`config.mk`:
```
export PLATFORM = sky130hd
export DESIGN_NAME = v850_prefetch_queue
export DESIGN_NICKNAME = d
export VERILOG_FILES = /design/src/rtl/v850_prefetch_queue.sv
export SDC_FILE = /design/constraint.sdc
export NUM_CORES = 1
export LEC_CHECK = 0
export BUFFER_PORTS_ARGS = -buffer_cell sky130_fd_sc_hd__buf_4
export CORE_MARGIN = 10
export CORE_UTILIZATION = 40
export CTS_CLUSTER_SIZE = 40
export DETAILED_ROUTE_END_ITERATION = 8
export HOLD_SLACK_MARGIN = 0.12
export PLACE_DENSITY = 0.67
export SETUP_SLACK_MARGIN = 0.1
export SYNTH_ARGS = -nofsm -noshare
export SYNTH_HDL_FRONTEND = slang
export SYNTH_SLANG_ARGS = --single-unit
```
`constraint.sdc`:
```
create_clock -name clk -period 4.8 [get_ports clk]
set_clock_uncertainty 0.15 [all_clocks]
set_input_delay 1.2 -clock clk [delete_from_list [all_inputs] [get_ports clk]]
set_output_delay 1.2 -clock clk [all_outputs]
set_load 0.05 [all_outputs]
```
`src/rtl/v850_prefetch_queue.sv`:
```
// V850 instruction prefetch queue: fetches FETCH_HW-halfword beats into a circular
// buffer and exposes a four-halfword decode window with variable-length pop.
module v850_prefetch_queue #(
  parameter int                ADDR_W   = 32,
  parameter int                FETCH_HW = 2,
  parameter int                DEPTH_HW = 8,
  parameter logic [ADDR_W-1:0] RESET_PC = '0
) (
  input  logic                    clk,
  input  logic                    rst,
  output logic                    mem_req_o,
  output logic [ADDR_W-1:0]       mem_addr_o,
  input  logic                    mem_gnt_i,
  input  logic                    mem_rvalid_i,
  input  logic [16*FETCH_HW-1:0]  mem_rdata_i,
  input  logic                    redirect_i,
  input  logic [ADDR_W-1:0]       redirect_pc_i,
  output logic [63:0]             inst_o,
  output logic [$clog2(DEPTH_HW):0] inst_cnt_o,
  output logic [ADDR_W-1:0]       head_pc_o,
  input  logic                    pop_i,
  input  logic [2:0]              pop_len_i,
  output logic                    pop_err_o
);

  localparam int PTR_W  = $clog2(DEPTH_HW);
  localparam int CNT_W  = PTR_W + 1;
  localparam int SKIP_W = (FETCH_HW > 1) ? $clog2(FETCH_HW) : 1;
  localparam logic [ADDR_W-1:0] BEAT_BYTES = ADDR_W'(2 * FETCH_HW);

  function automatic logic [ADDR_W-1:0] beat_align(input logic [ADDR_W-1:0] pc);
    return pc & ~(BEAT_BYTES - ADDR_W'(1));
  endfunction

  function automatic logic [SKIP_W-1:0] skip_of(input logic [ADDR_W-1:0] pc);
    return SKIP_W'((pc >> 1) & ADDR_W'(FETCH_HW - 1));
  endfunction

  logic [15:0]       buf_q [DEPTH_HW];
  logic [CNT_W-1:0]  rd_ptr_q, rd_ptr_d, wr_ptr_q, wr_ptr_d;
  logic [CNT_W-1:0]  count_q, count_d, fill_num;
  logic [ADDR_W-1:0] fa_q, fa_d, head_pc_q, head_pc_d;
  logic [SKIP_W-1:0] skip_q, skip_d;
  logic              req_q, req_d, outst_q, outst_d, stale_q, stale_d;
  logic              pop_err_q, pop_err_d;
  logic              grant, fill, pop_ok;
  logic [PTR_W-1:0]  wr_idx [FETCH_HW];
  logic              wr_en  [FETCH_HW];

  // NOTE: every variable assigned in an always_comb gets a default first, so no
  // path can leave it unassigned and infer a latch.
  always_comb begin
    count_q  = wr_ptr_q - rd_ptr_q;
    grant    = req_q & mem_gnt_i;
    fill     = mem_rvalid_i & outst_q & ~stale_q & ~redirect_i;
    fill_num = fill ? (CNT_W'(FETCH_HW) - CNT_W'(skip_q)) : '0;
    pop_ok   = pop_i && (pop_len_i != 3'd0) && (pop_len_i <= 3'd4) &&
               (int'(pop_len_i) <= int'(count_q));

    rd_ptr_d  = rd_ptr_q;
    wr_ptr_d  = wr_ptr_q;
    fa_d      = fa_q;
    head_pc_d = head_pc_q;
    skip_d    = skip_q;
    outst_d   = outst_q;
    stale_d   = stale_q;
    pop_err_d = 1'b0;

    if (mem_rvalid_i && outst_q) begin
      outst_d = 1'b0;
      stale_d = 1'b0;
    end
    if (grant) begin
      outst_d = 1'b1;
      fa_d    = fa_q + BEAT_BYTES;
    end

    if (redirect_i) begin
      // Whatever is still in flight after this cycle belongs to the old stream.
      rd_ptr_d  = '0;
      wr_ptr_d  = '0;
      head_pc_d = redirect_pc_i;
      fa_d      = beat_align(redirect_pc_i);
      skip_d    = skip_of(redirect_pc_i);
      stale_d   = outst_d;
    end else begin
      if (fill) begin
        wr_ptr_d = wr_ptr_q + fill_num;
        skip_d   = '0;
      end
      if (pop_ok) begin
        rd_ptr_d  = rd_ptr_q + CNT_W'(pop_len_i);
        head_pc_d = head_pc_q + ADDR_W'({pop_len_i, 1'b0});
      end else begin
        pop_err_d = pop_i;
      end
    end

    count_d = wr_ptr_d - rd_ptr_d;
    if (redirect_i)   req_d = ~outst_d;
    else if (req_q)   req_d = ~mem_gnt_i;
    else              req_d = ~outst_d && (int'(count_d) + FETCH_HW <= DEPTH_HW);
  end

  always_comb begin
    for (int j = 0; j < FETCH_HW; j++) begin
      wr_en[j]  = fill && (j >= int'(skip_q));
      wr_idx[j] = PTR_W'(wr_ptr_q + CNT_W'(j) - CNT_W'(skip_q));
    end
  end

  // NOTE: the buffer has no reset; occupancy comes from the pointers, so stale
  // contents are never visible and the array can map onto plain storage.
  always_ff @(posedge clk) begin
    for (int j = 0; j < FETCH_HW; j++) begin
      if (wr_en[j]) buf_q[wr_idx[j]] <= mem_rdata_i[16*j +: 16];
    end
  end

  // NOTE: sequential state uses non-blocking assignments only, so every register
  // samples pre-edge values regardless of block evaluation order.
  always_ff @(posedge clk) begin
    if (rst) begin
      rd_ptr_q  <= '0;
      wr_ptr_q  <= '0;
      fa_q      <= beat_align(RESET_PC);
      head_pc_q <= RESET_PC;
      skip_q    <= skip_of(RESET_PC);
      req_q     <= 1'b0;
      outst_q   <= 1'b0;
      stale_q   <= 1'b0;
      pop_err_q <= 1'b0;
    end else begin
      rd_ptr_q  <= rd_ptr_d;
      wr_ptr_q  <= wr_ptr_d;
      fa_q      <= fa_d;
      head_pc_q <= head_pc_d;
      skip_q    <= skip_d;
      req_q     <= req_d;
      outst_q   <= outst_d;
      stale_q   <= stale_d;
      pop_err_q <= pop_err_d;
    end
  end

  always_comb begin
    for (int k = 0; k < 4; k++) begin
      inst_o[16*k +: 16] = (k < int'(count_q)) ? buf_q[PTR_W'(rd_ptr_q + CNT_W'(k))] : 16'h0;
    end
  end

  assign mem_req_o  = req_q;
  assign mem_addr_o = fa_q;
  assign inst_cnt_o = count_q;
  assign head_pc_o  = head_pc_q;
  assign pop_err_o  = pop_err_q;

endmodule

```
==> After elaboration in Yosys (flattened, before gate mapping) <==
Memories as Yosys holds them, arrays and structs flattened. A register that Yosys moved wholly into a read port is not among the register bits.
Index checks and enable logic that the tools add are counted.
{ "classes": {"addsub": 14, "n_lt_le_gt_ge": 8, "mux": 26, "bitwise": 8, "reduce_logical": 13} }
{ "op_table": {"columns": ["op", "n"], "rows": [
  ["$mux W32", 4],
  ["$mux W16", 4],
  ["$add A32 B3 Y32 const B", 1],
  ["$add A32 B4 Y32", 1],
  ["$mux W4", 5],
  ["$mux W1", 12],
  ["$lt A1 B4 Y1 const A", 2],
  ["$lt A2 B4 Y1 const A", 2],
  ["$reduce_bool A2 Y1", 4],
  ["$sub A4 B4 Y4", 2],
  ["$add A3 B1 Y3 const B", 2],
  ["$add A3 B2 Y3 const B", 2],
  ["$logic_and A1 B1 Y1", 6],
  ["$sub A3 B1 Y3", 2],
  ["$add A4 B2 Y5 const B", 1],
  ["$le A5 B4 Y1 const B", 1],
  ["$add A4 B3 Y4", 1],
  ["$add A4 B4 Y4", 1],
  ["$and A1 B1 Y1", 4],
  ["$le A3 B4 Y1", 1],
  ["$not A1 Y1", 4],
  ["$le A3 B3 Y1 const B", 1],
  ["$mux W3", 1],
  ["$reduce_bool A3 Y1", 1],
  ["other kinds (4)", 4]
]} }
{ "word_totals": {"reg_bits": 77, "ramBits": 128, "n_memories": 1} }
{ "mem_list": {"columns": ["memory", "words", "width", "rd", "rd_ports_with_merged_regs", "write_ports", "line_no", "source"], "rows": [
  ["buf_q", 8, 16, 4, 1, 2, "39", "logic [15:0] buf_q [DEPTH_HW];"]
]} }

==> Longest topological paths before layout <==
Gate-level depths: netlist (run 1).
{ "logic_depth": {"ltp_word": 13, "mapped_depth": 23, "mapped_depth_nobuf": 20} }

==> Worst setup path before layout (run 1) <==
No wires, ideal clock.
{ "synth_path": {"path_type": "reg2reg", "startpoint": "reg rd_ptr_q[2]", "endpoint": "reg req_q (netlist: mem_req_o)", "t_arrival_ps": 5829, "t_required_ps": 4531, "setup_slack_ps": -1298, "path_stages_with_launch": 23, "path_buffers": 4, "period_less_slack_ps": 6098, "cell_sequence": "dfxtp_1 > clkbuf_1 > inv_1 > clkbuf_1 > ha_1 > xnor2_1 > inv_1 > ha_1 > a31oi_1 > and2_1 > buf_2 > a21o_1 > buf_2 > mux2i_1 > nor2_1 > ha_1 > fa_1 > xnor2_1 > ha_1 > xnor3_1 > a21o_1 > a21oi_1 > o31ai_1"} }
{ "synth_between": {"elab_chain_cells": 11} }
{ "synth_rtl": {"columns": ["item", "line_no", "source"], "rows": [
  ["start: declaration", "40", "logic [CNT_W-1:0] rd_ptr_q, rd_ptr_d, wr_ptr_q, wr_ptr_d;"],
  ["start signal: assignment", "134", "rd_ptr_q <= rd_ptr_d;"],
  ["$sub A4 B4 Y4", "53", "count_q = wr_ptr_q - rd_ptr_q;"],
  ["net inst_cnt_o[2]", "19", "output logic [$clog2(DEPTH_HW):0] inst_cnt_o,"],
  ["$le A3 B4 Y1", "58", "(int'(pop_len_i) <= int'(count_q));"],
  ["$logic_and A1 B1 Y1", "57", "pop_ok = pop_i && (pop_len_i != 3'd0) && (pop_len_i <= 3'd4) &&"],
  ["$mux W4", "91", "if (pop_ok) begin"],
  ["$mux W4", "78", "if (redirect_i) begin"],
  ["net rd_ptr_d[0]", "40", null],
  ["$sub A4 B4 Y4", "99", "count_d = wr_ptr_d - rd_ptr_d;"],
  ["$add A4 B2 Y5", "102", "else req_d = ~outst_d && (int'(count_d) + FETCH_HW <= DEPTH_HW);"],
  ["$le A5 B4 Y1", "102", null],
  ["$logic_and A1 B1 Y1", "102", null],
  ["$mux W1", "101", "else if (req_q) req_d = ~mem_gnt_i;"],
  ["$mux W1", "100", "if (redirect_i) req_d = ~outst_d;"],
  ["end signal: assignment", "139", "req_q <= req_d;"],
  ["end: declaration", "44", "logic req_q, req_d, outst_q, outst_d, stale_q, stale_d;"]
]} }
The timed path passes the listed nets, and every way through them passes these cells.
A chain may end at the register's enable or synchronous reset.

==> Worst setup path in the final report (run 1) <==
{ "layout_path": {"startpoint": "reg rd_ptr_q[1]", "endpoint": "out inst_o[18]"} }
{ "layout_between": {"elab_chain_cells": 3} }
{ "layout_rtl": {"columns": ["item", "line_no", "source"], "rows": [
  ["$sub A4 B4 Y4 or $add A3 B1 Y3 (tied branches)", "53, 148", null],
  ["$lt A1 B4 Y1 or $mem_v2 Z8 W16 (tied branches)", null, null],
  ["$mux W16 (*)", "148", "inst_o[16*k +: 16] = (k < int'(count_q)) ? buf_q[PTR_W'(rd_ptr_q + CNT_W'(k))] : 16'h0;"],
  ["end: declaration", "18", "output logic [63:0] inst_o,"]
]} }
Mark *: on every way between the ends. The rest lies on a longest branch, timed or not.

==> qor.yml, run 1 <==
worstPathArrival_ns: 3.08
whs_ns: 0.321
synthFlopType: "edfxtp_1"
numCtsBuffers: 24
num_vias: 10320
fin_area_um2: 16800
ys_ff_latch: 203
antenna_left: 0
port-buffer-count: 204
drtIter0Drc: 752
max-clock-path-buffers: 3
cts_sinks: 203
hold_class: "reg -> reg"
period_minus_slack_ns: 4.43
cp-end-kind: "output pin"
fin_setup_tns_ns: 0
root_buffer: "clkbuf_16"
io_pins: 207
clock_latency_ns: 0.51
clkSlewWorstSetupHoldPaths_ns: 0.06
ys_async_sr_fraction_pct: 0
place_congestion: 0.830
grt_usage_pct: 19.2
die_x_um: 204
hpwl_um: 28400
grt_antenna_before_repair: 2
grt_max_degree: 130
hold_viol_final: 0
setup_viol: 0
worstHoldPathCells: 2
ir_drop_uv: 277
cp.required_ns: 3.45
totalWireLength_um: 41600
syn_area_um2: 13600
place_area_um2: 15800
grt_pass1_vias: 10557
crit_path_start_kind: "flip-flop"
yosysSeqAreaShare_pct: 39.4
max_cap_viol_count: 0
power_density_nw_per_um2: 299
rows: 67
vias_per_cell: 5.80
num-fill-cells: 2961
rr_worst_depth: 20
final-seq-area_um2: 5350
area_growth_pct: 23.5
cts_tree: "built"
final_layout_size_suffix_gt1_share_pct: 41.3
worst_pin_slew_ns: 1.14
timing.fmax_ghz: 0.226
synthDistinctLibCells: 59
rsz0062_at_grt: "false"
antenna_cells: 0
fp.dieH_um: 204
core_region_area_um2: 33500
final.period_utilization_pct: 92.4
status: "complete, no violations"
start_util_pct: 40.5
cp_max_fo: 33
drc: 0
leakage_nw: 5.98
dieArea_um2: 41700
htreeDepth: 1
slew_headroom_pct: 23.7
syn_inst: 1112
drv_slew: 0
wire_per_inst_um: 23.4
syn_area_per_cell_um2: 12.2
multi_input_area_um2: 7960
ys_warn_count: 0
synth_enable_flop_cells: 128
first_pass_iters: 4
grt_remaining_overflow: 0
fin_nets: 1416
grt_pass1_wl_um: 62400
critPathKind: "reg -> out"
==> per-stage QoR <==
| stage | worst slack, ns | power [mW] | cells | util, % |
|---|---|---|---|---|
| 5_1_grt | 0.0684 | 5.18 | 1779 | 50.0 |
| 6_report | 0.367 | 5.01 | 1779 | 50.0 |
| 4_1_cts | 0.118 | 5.03 | 1776 | 49.7 |
| 2_1_floorplan | 0.0531 | 2.65 | 1113 | - |
| 3_3_place_gp | 0.316 | 2.99 | 1732 | 47.1 |
| 3_5_place_dp | 0.249 | 3.00 | 1732 | 47.1 |
==> registers in the layout, indices dropped and copies added (netlist names) <==
signal	cells
buf_q	128
head_pc_o	32
mem_addr_o	30
rd_ptr_q	4
wr_ptr_q	4
mem_req_o	1
outst_q	1
pop_err_o	1
skip_q	1
stale_q	1
==> Yosys cell counts, types with 3 or more instances <==
library cell  count  area share [%]
xor2_1           40             2.6
a21o_1            6            0.33
a211oi_1         11            0.61
mux2i_1          80             5.9
edfxtp_1        128              28
mux4_2          101              17
a21boi_1         24             1.3
xnor2_1          32             2.1
buf_2            11            0.41
a21boi_0          7            0.39
and3_1            9            0.41
nor2_1          102             2.8
a21oi_1          36             1.3
nand2_1          50             1.4
mux2_2          128              11
or3_1             3            0.14
or2_2             3            0.14
ha_1             25             2.3
mux2_1            4            0.33
o21ai_0          21            0.77
and2_1           10            0.46
clkbuf_1         42             1.2
nand4_1          14            0.65
nor3_1           10            0.37
fa_1              5            0.74
dfxtp_1          75              11
o21a_1           22             1.2
and4_1            9            0.58
inv_1            24            0.66
buf_1            18            0.50
nand3_1          25            0.92
==> worst paths after layout <==
path                                from                    to  slack (ns)
setup / recovery  rd_ptr_q[1]$_SDFF_PP0_            inst_o[18]        0.37
hold / removal      stale_q$_SDFFE_PP0P_  stale_q$_SDFFE_PP0P_        0.32
setup reg to reg  wr_ptr_q[0]$_SDFF_PP0_  mem_req_o$_SDFF_PP0_        0.38
hold reg to reg     stale_q$_SDFFE_PP0P_  stale_q$_SDFFE_PP0P_        0.32
==> metal layers <==
layer / up-vias / GRT usage (%) / part of all wire [%]
met4: 4 / 5.00 / 2.1
met2: 422 / 31.7 / 48
li1: 4649 / - / -
met5: - / 0 / 0.077
met1: 5186 / 24.8 / 41
met3: 59 / 4.45 / 9.2
==> what timing repair did <==
action | in CTS | in global routing
hold buffers | 0 | 0
endpoints found under the setup margin | 0 | 45
setup buffers | 0 | 2
resized for setup | 0 | 8
==> cells in the final DEF, fill, tap and decap left out, drive strengths merged, types with 9 or more instances in the layout <==
| master | count |
|---|---|
| edfxtp | 128 |
| mux2i | 80 |
| xor2 | 40 |
| dfxtp | 75 |
| and3 | 9 |
| clkbuf | 34 |
| buf | 246 |
| o21ai | 24 |
| xnor2 | 33 |
| nor2 | 102 |
| a21boi | 31 |
| mux2 | 132 |
| a211oi | 13 |
| o21a | 22 |
| nor3 | 11 |
| mux4 | 101 |
| a21oi | 36 |
| and4 | 9 |
| nand3 | 26 |
| inv | 26 |
| nand4 | 14 |
| ha | 25 |
| and2 | 10 |
| nand2 | 50 |
==> critical path, cell delays in order (launching register included) <==
cell     delay [ns]
dfxtp_2        0.36
buf_4          0.49
ha_1           0.35
xor2_4         0.18
buf_12         0.26
mux4_2         0.33
mux2i_1        0.28
nor2_1         0.08
buf_4          0.20
==> power breakdown <==
group          internal [mW]  total, mW  switching, mW
Sequential              1.90       1.96         0.0568
Clock                   1.30       2.03          0.735
Combinational          0.368       1.02          0.648
Total                   3.57       5.01           1.44
==> cell families (layout without fill, tap and decap cells) <==
family / after synthesis / in the layout / synth area share [%]
multiplexers: 313 / 313 / 33.6
AND/OR/NAND/NOR: 247 / 247 / 8.65
flip-flops: 203 / 203 / 39.4
AO/OA/AOI/OAI: 144 / 144 / 7.42
buffers and inverters: 100 / 318 / 2.92
XOR/XNOR: 74 / 74 / 4.93
adder cells (fa/ha/maj): 30 / 30 / 3.04
other: 1 / 2 / 0.0276
==> cell type report <==
class / instances / share of cell area (%)
tap: 448 / 3.34
sequential: 203 / 31.9
clock inverter: 11 / 1.06
multi-input combinational: 810 / 47.5
timing repair buffer: 247 / 11.4
inverter: 27 / 0.619
clock buffer: 33 / 4.22
No activity file was read; power rests on OpenSTA's default activity.
==> run 2, diff against run 1 <==
--- a/config.mk
+++ b/config.mk
@@ -11,7 +11,7 @@
 export CTS_CLUSTER_SIZE = 40
 export DETAILED_ROUTE_END_ITERATION = 8
 export HOLD_SLACK_MARGIN = 0.12
-export PLACE_DENSITY = 0.67
+export PLACE_DENSITY_LB_ADDON = 0.12
 export SETUP_SLACK_MARGIN = 0.1
 export SYNTH_ARGS = -nofsm -noshare
 export SYNTH_HDL_FRONTEND = slang
==> run 2 against run 1 <==
Compared with the run above:
- power up 1.3%
- sequential power about the same
- via count down 3.2%
- clock power up 4%
- combinational power about the same
- critical path type unchanged
- largest cell class unchanged
- highest routed layer unchanged
==> qor.yml, run 2 (synthesis results as in run 1) <==
status: "complete, no violations"  # unchanged
worst_pin_slew_ns: 0.860  # was 1.14 ns
totalWireLength_um: 42700  # was 41600 um
fp.dieH_um: 204  # unchanged
fin_nets: 1415  # was 1416
place_inst: 1733  # was 1732
period_minus_slack_ns: 4.48  # was 4.43 ns
final.period_utilization_pct: 93.3  # was 92.4%
ir_drop_uv: 246  # was 277 uV
worstPathArrival_ns: 3.13  # was 3.08 ns
crit_chain: "buf_16 > ha_1 > xor2_4 > buf_12 > mux4_2 > mux2i_1 > nor2_1 > buf_4"  # was buf_4 > ha_1 > xor2_4 > buf_12 > mux4_2 > mux2i_1 > nor2_1 > buf_4
fin_cells: 1778  # was 1779
drv_slew: 0  # unchanged
cp_slowest_stage_delay_ns: 0.41  # was 0.49 ns
htreeDepth: 1  # unchanged
numCtsBuffers: 24  # unchanged
num_vias: 9990  # was 10320
power_density_nw_per_um2: 302  # was 299 nW/um^2
cp-end-kind: "output pin"  # unchanged
cp.required_ns: 3.45  # about the same
final_layout_size_suffix_gt1_share_pct: 41.7  # was 41.3%
cts_tree: "built"  # unchanged
start_util_pct: 40.5  # unchanged
whs_ns: 0.322  # was 0.321 ns
hold_class: "reg -> reg"  # unchanged
drc: 0  # unchanged
cts_sinks: 203  # unchanged
fin_ws_ns: 0.323  # was 0.367 ns
crit_family: "buffers and inverters"  # unchanged
hold_viol_final: 0  # unchanged
slew_headroom_pct: 42.6  # was 23.7%
clkSlewWorstSetupHoldPaths_ns: 0.06  # about the same
postCtsSetupBuffers: 0  # unchanged
num-fill-cells: 3048  # was 2961
grt_remaining_overflow: 0  # unchanged
place_area_um2: 15900  # was 15800 um^2
grt_antenna_before_repair: 3  # was 2
critPathKind: "reg -> out"  # unchanged
place_ws_ns: 0.195  # was 0.249 ns
setup_viol: 0  # unchanged
core_region_area_um2: 33500  # unchanged
fin_setup_tns_ns: 0  # unchanged
rsz0062_at_grt: "false"  # unchanged
max-clock-path-buffers: 3  # unchanged
leakage_nw: 6.01  # was 5.98 nW
cpMaxStageDelayCell: "dfxtp_4"  # was buf_4
grt_usage_pct: 20.0  # was 19.2%
die_x_um: 204  # unchanged
crit_path_start_kind: "flip-flop"  # unchanged
wire_per_inst_um: 24.0  # was 23.4 um
grt_pass1_wl_um: 64400  # was 62400 um
place_congestion: 0.799  # was 0.830
rows: 67  # unchanged
first_pass_iters: 5  # was 4
cp_max_fo: 65  # was 33
area_growth_pct: 23.9  # was 23.5%
antenna_left: 0  # unchanged
largest_reg_flops: 128  # unchanged
fin_area_um2: 16800  # about the same
dieArea_um2: 41700  # unchanged
path_buf_inv: 3  # unchanged
root_buffer: "clkbuf_16"  # unchanged
vias_per_cell: 5.62  # was 5.80
power_mw: 5.07  # was 5.01 mW
final_cell_mix: "buf_4 (240), mux2_2 (128), edfxtp_1 (128), nor2_1 (102), mux4_2 (101)"  # was buf_4 (244), mux2_2 (128), edfxtp_1 (128), nor2_1 (102), mux4_2 (101)
hpwl_um: 29400  # was 28400 um
grt_max_degree: 84  # was 130
ctsHoldBuffers: 0  # unchanged
max_cap_viol_count: 0  # unchanged
port-buffer-count: 204  # unchanged
final_common_cell: "buf_4"  # unchanged
drtIter0Drc: 514  # was 752
grt_pass1_vias: 10436  # was 10557
clock_latency_ns: 0.53  # was 0.51 ns
io_pins: 207  # unchanged
final_util_pct: 50.2  # was 50.0%
timing.fmax_ghz: 0.223  # was 0.226 GHz
antenna_cells: 0  # unchanged
-- run 2: repair_timing --
action / CTS / global route
gates resized for setup: 1 / 2
endpoints found under the setup margin: 11 / 35
cloned: 1 / 0
-- run 2: layer usage --
layer	global-route usage [%]	wire length, um	vias to the layer above
li1	-	-	4656
met1	25.4	18400	4986
met2	33.6	20600	286
met3	5.20	2960	56
met4	3.99	707	6
met5	0	41	-
-- run 2: power by group --
| part | internal [mW] | total [mW] | switching, mW | leakage, nW |
|---|---|---|---|---|
| registers | 1.90 | 1.96 | 0.0555 | 1.78 |
| clock network | 1.32 | 2.11 | 0.785 | 0.437 |
| logic | 0.364 | 1.01 | 0.646 | 3.80 |
-- run 2: path summary, 6_finish.rpt --
check	startpoint	to	slack (ns)	depth (start not counted)
worst max-delay path	rd_ptr_q[0]$_SDFF_PP0_	inst_o[18]	0.32	8
worst min-delay path	stale_q$_SDFFE_PP0P_	stale_q$_SDFFE_PP0P_	0.32	2
worst max register to register	wr_ptr_q[0]$_SDFF_PP0_	mem_req_o$_SDFF_PP0_	0.45	20
worst min register to register	stale_q$_SDFFE_PP0P_	stale_q$_SDFFE_PP0P_	0.32	2
-- run 2: layout make-up --
type | count | area (um^2) | area share [%]
clock buffer | 29 | 672 | 3.99
clock inverter | 15 | 238 | 1.41
inverter | 27 | 104 | 0.617
multi-input combinational | 810 | 7960 | 47.3
sequential | 203 | 5350 | 31.8
tap | 448 | 561 | 3.33
timing repair buffer | 246 | 1930 | 11.5
-- run 2: worst reg2reg max path: stages (launching register included) --
cell     delay [ns]
dfxtp_2        0.35
inv_1          0.07
ha_2           0.20
fa_2           0.41
xnor2_4        0.18
inv_1          0.06
ha_1           0.28
nor2_1         0.04
a31oi_1        0.17
and2_1         0.17
a21o_1         0.21
mux2i_1        0.26
nor2_1         0.07
ha_2           0.20
fa_1           0.38
xnor2_1        0.23
ha_2           0.22
xnor3_1        0.23
a21o_1         0.16
a21oi_1        0.14
o31ai_1        0.08
